`src/rtl/country_sensor_conditioner.sv`:
```
// Conditions the country-road loop detector into a vehicle-waiting request `x`:
// two-flop synchroniser, debounce filter, arrival pulse and a saturating queue counter cleared on green.
module country_sensor_conditioner #(
  parameter int DEBOUNCE = 4,
  parameter int CNT_W    = 4
) (
  input  logic             clk,
  input  logic             start,
  input  logic             raw_sense,
  input  logic [2:0]       country,
  output logic             x,
  output logic [CNT_W-1:0] wait_count,
  output logic             arrival
);

  localparam int              FW   = $clog2(DEBOUNCE + 1);
  localparam logic [FW-1:0]   FLIM = FW'(DEBOUNCE - 1);
  localparam logic [CNT_W-1:0] WMAX = '1;

  logic          s1;
  logic          s;
  logic          db;
  logic [FW-1:0] fcnt;

  logic             accept;
  logic             rise;
  logic             green;
  logic [CNT_W-1:0] wait_next;

  // The new level is taken on the DEBOUNCE-th consecutive disagreeing edge.
  assign accept = (s != db) && (fcnt == FLIM);
  assign rise   = accept && s;
  assign green  = (country == 3'b001);

  always_comb begin
    wait_next = wait_count;
    if (green) begin
      wait_next = '0;
    end else if (rise && (wait_count != WMAX)) begin
      wait_next = wait_count + 1'b1;
    end
  end

  always_ff @(posedge clk or negedge start) begin
    if (!start) begin
      s1         <= 1'b0;
      s          <= 1'b0;
      db         <= 1'b0;
      fcnt       <= '0;
      arrival    <= 1'b0;
      wait_count <= '0;
      x          <= 1'b0;
    end else begin
      s1 <= raw_sense;
      s  <= s1;
      if (s == db) begin
        fcnt <= '0;
      end else if (fcnt == FLIM) begin
        db   <= s;
        fcnt <= '0;
      end else begin
        fcnt <= fcnt + 1'b1;
      end
      arrival    <= rise;
      wait_count <= wait_next;
      // Derived from the next count so x and wait_count always agree.
      x          <= (wait_next != '0);
    end
  end

endmodule

```
`config.mk`:
```
export PLATFORM = sky130hd
export DESIGN_NAME = country_sensor_conditioner
export DESIGN_NICKNAME = d
export VERILOG_FILES = /design/src/rtl/country_sensor_conditioner.sv
export SDC_FILE = /design/constraint.sdc
export NUM_CORES = 1
export LEC_CHECK = 0
export ABC_AREA = 1
export ABC_CLOCK_PERIOD_IN_PS = 1600
export CAP_MARGIN = 10
export CORE_UTILIZATION = 35
export DETAILED_ROUTE_END_ITERATION = 8
export GPL_TIMING_DRIVEN = 0
export MAX_ROUTING_LAYER = met4
export SKIP_LAST_GASP = 1
export SLEW_MARGIN = 20
export SYNTH_ARGS = -nofsm -noshare
export SYNTH_HDL_FRONTEND = slang
export SYNTH_SLANG_ARGS = --single-unit
```
`constraint.sdc`:
```
create_clock -name clk -period 1.6 [get_ports clk]
set_input_delay 0.16 -clock clk [delete_from_list [all_inputs] [get_ports clk]]
set_output_delay 0.16 -clock clk [all_outputs]
set_load 0.05 [all_outputs]
```
==> impl_metrics.env <==
export IMPL_setup_viol=0
export IMPL_crit_chain="clkdlybuf4s50_1"
export IMPL_coreArea_mm2=0.00154
export IMPL_drc_errors=0
export IMPL_cp_data_arrival_time_ns=1.39
export IMPL_hold_buffers=0
export IMPL_syn_cell_area_um2=589
export IMPL_setup_slack_ns=0.0463
export IMPL_p_leak_nw=0.428
export IMPL_gp_congestion=0.789
export IMPL_cts_tree="done"
export IMPL_yosysTopAreaCell="dfrtp_1"
export IMPL_syn_avg_cell_area_um2=8.07
export IMPL_ant_nets=0
export IMPL_slew_viol_final=0
export IMPL_synth_top_cell_area_share_pct=51.0
export IMPL_cp_top_family="buffers and inverters"
export IMPL_n_antenna_cell=0
export IMPL_final_hold_viol_count=0
export IMPL_reg2regPathDepth=7
export IMPL_via_per_inst=4.58
export IMPL_yosysWarnings=0
export IMPL_fmax_mhz=644
export IMPL_first_iter_violations=13
export IMPL_setup_tns_ns=0
export IMPL_syn_nets=81
export IMPL_area_growth_pct=27.6
export IMPL_min_period_ns=1.55
export IMPL_layout_commonest_cell="nand2_1"
export IMPL_comb_power_share_pct=36.7
export IMPL_final_cell_mix="nand2_1 (18), inv_1 (17), dfrtp_1 (11)"
export IMPL_seq_area_frac_synth_pct=51.0
export IMPL_cts_resized=4
export IMPL_dp_hpwl_um=804
export IMPL_grt_pass1_vias=386
export IMPL_cts_setup_buffers=0
export IMPL_path_clk_slew_ns=0.08
export IMPL_criticalPathCategory="flip-flop to primary output"
export IMPL_grt_max_degree=13
export IMPL_critPathLaunchType="flip-flop"
export IMPL_initial_core_util_pct=38.2
export IMPL_dieWidth_um=43.0
export IMPL_clk_latency_ns=0.27
export IMPL_regArea_um2=302
export IMPL_status="complete, no violations"
export IMPL_finalCritPeriodShare_pct=97.1
export IMPL_path_buf_inv=1
export IMPL_clockPowerShare_pct=22.7
export IMPL_pre_cts_ws_ns=0.159
export IMPL_crit_required_ns=1.44
export IMPL_gr_total_overflow=0
export IMPL_power_density_mw_per_mm2=1400
export IMPL_port_buffers=11
export IMPL_synth_distinct_cells=15
export IMPL_drt_wl_total_mm=1.08
export IMPL_cts_buffer_depth=2
export IMPL_cp_depth=1
export IMPL_swShare_pct=39.6
export IMPL_holdCritPathClass="input pin to asynchronous set/reset pin"
export IMPL_whs_ns=0.232
export IMPL_multi_input_area_um2=225
export IMPL_max_stage_delay_ns=0.80
export IMPL_max_slew_margin_pct=64.3
export IMPL_grt_usage_pct=13.9
export IMPL_drive_above_1_share_pct=11.4
export IMPL_p_sw_mw=0.418
export IMPL_vdd_drop_max_mv=0.784
export IMPL_skew_ns=0.00262
export IMPL_crit_slowest_cell="clkdlybuf4s50_1"
export IMPL_grt_pass1_wl_mm=1.78
export IMPL_synthTopCellsByArea="dfrtp_1 (51%), nand2_1 (11%), inv_1 (11%), nand3_1 (5.9%), ha_1 (4.2%)"
export IMPL_critical_path_endpoint_type="primary output"
export IMPL_ios=12
export IMPL_die_area_mm2=0.00185
export IMPL_firstDrtPassIters=4
export IMPL_cts_htree_levels=1
export IMPL_postSynthCellCount=73
export IMPL_rsz0062_at_grt="no"
export IMPL_synth_seq_cells=12
export IMPL_cts_made_buffers=3
export IMPL_num_vias=476
export IMPL_wl_per_cell_um=10.4
export IMPL_fill_cells=144
export IMPL_antenna_found_initial=0
export IMPL_path_max_fanout=1
export IMPL_clock_sinks=12
export IMPL_rows=14
export IMPL_internal_power_mw=0.637
export IMPL_worst_pin_slew_ns=0.534
export IMPL_clock_root_buffer="clkbuf_4"
export IMPL_nets=97
export IMPL_die_h_um=43.0
export IMPL_power_frac_seq_pct=40.6
export IMPL_cap_violations=0
## per-stage QoR
stage	utilization, %	area (µm²)	std cells	power, mW
after CTS	48.7	751	104	1.07
after global placement	46.7	719	100	0.831
after detailed placement	46.7	719	100	0.840
after global routing	48.8	752	104	1.13
after floorplan	-	589	73	0.712
final	48.8	752	104	1.06
## metal layers
| metal | global-route usage (%) | vias up | part of all wire (%) |
|---|---|---|---|
| li1 | - | 250 | - |
| met4 | 5.45 | 0 | 1.4 |
| met3 | 6.38 | 2 | 4.6 |
| met1 | 18.2 | 214 | 48 |
| met5 | - | - | 0 |
| met2 | 18.8 | 10 | 46 |
## Yosys cell counts
library cell,count
nand3_2,1
nor2_2,2
a21oi_1,2
nand2_2,1
o21ai_0,1
nand3_1,7
nor2_1,5
o21bai_1,1
nor3_1,2
nand2_1,18
inv_1,17
ha_1,2
nand4_1,1
dfrtp_1,12
nor2_4,1
## area by class of cell
class,instances,area share [%]
Tap cell,16,2.66
Timing Repair Buffer,11,14.0
Inverter,17,8.49
Sequential cell,12,40.1
Clock buffer,4,4.83
Multi-Input combinational cell,44,30.0
## worst paths after layout
check | start | slack, ns | endpoint
max in group asynchronous | start | 0.98 | wait_count[0]
worst min-delay path | start | 0.23 | fcnt[2]
worst max-delay path | x | 0.05 | x
min in group clk | raw_sense | 0.32 | s1
worst max register to register | wait_count[0] | 0.17 | x
worst min register to register | s1 | 0.36 | s
## cell families (layout without fill, tap and decap cells)
family / count (synthesis) / after routing / share of synthesized area [%]
flops: 12 / 12 / 51.0
simple gates: 38 / 38 / 30.1
buf+inv: 17 / 32 / 10.8
fa+ha+maj: 2 / 2 / 4.25
compound gates: 4 / 4 / 3.82
## power groups by stage
stage | combinational [mW] | clock [mW] | sequential [mW]
after floorplan | 0.172 | 0 | 0.540
after global routing | 0.427 | 0.270 | 0.438
after CTS | 0.390 | 0.255 | 0.427
final | 0.387 | 0.239 | 0.429
after global placement | 0.399 | 0 | 0.432
after detailed placement | 0.405 | 0 | 0.435
## registers in the layout (all words and copies together), names as in the netlist
signal,flops
wait_count,4
fcnt,3
arrival,1
db,1
s,1
s1,1
x,1
Note: power is estimated with default switching activity, not from simulation.
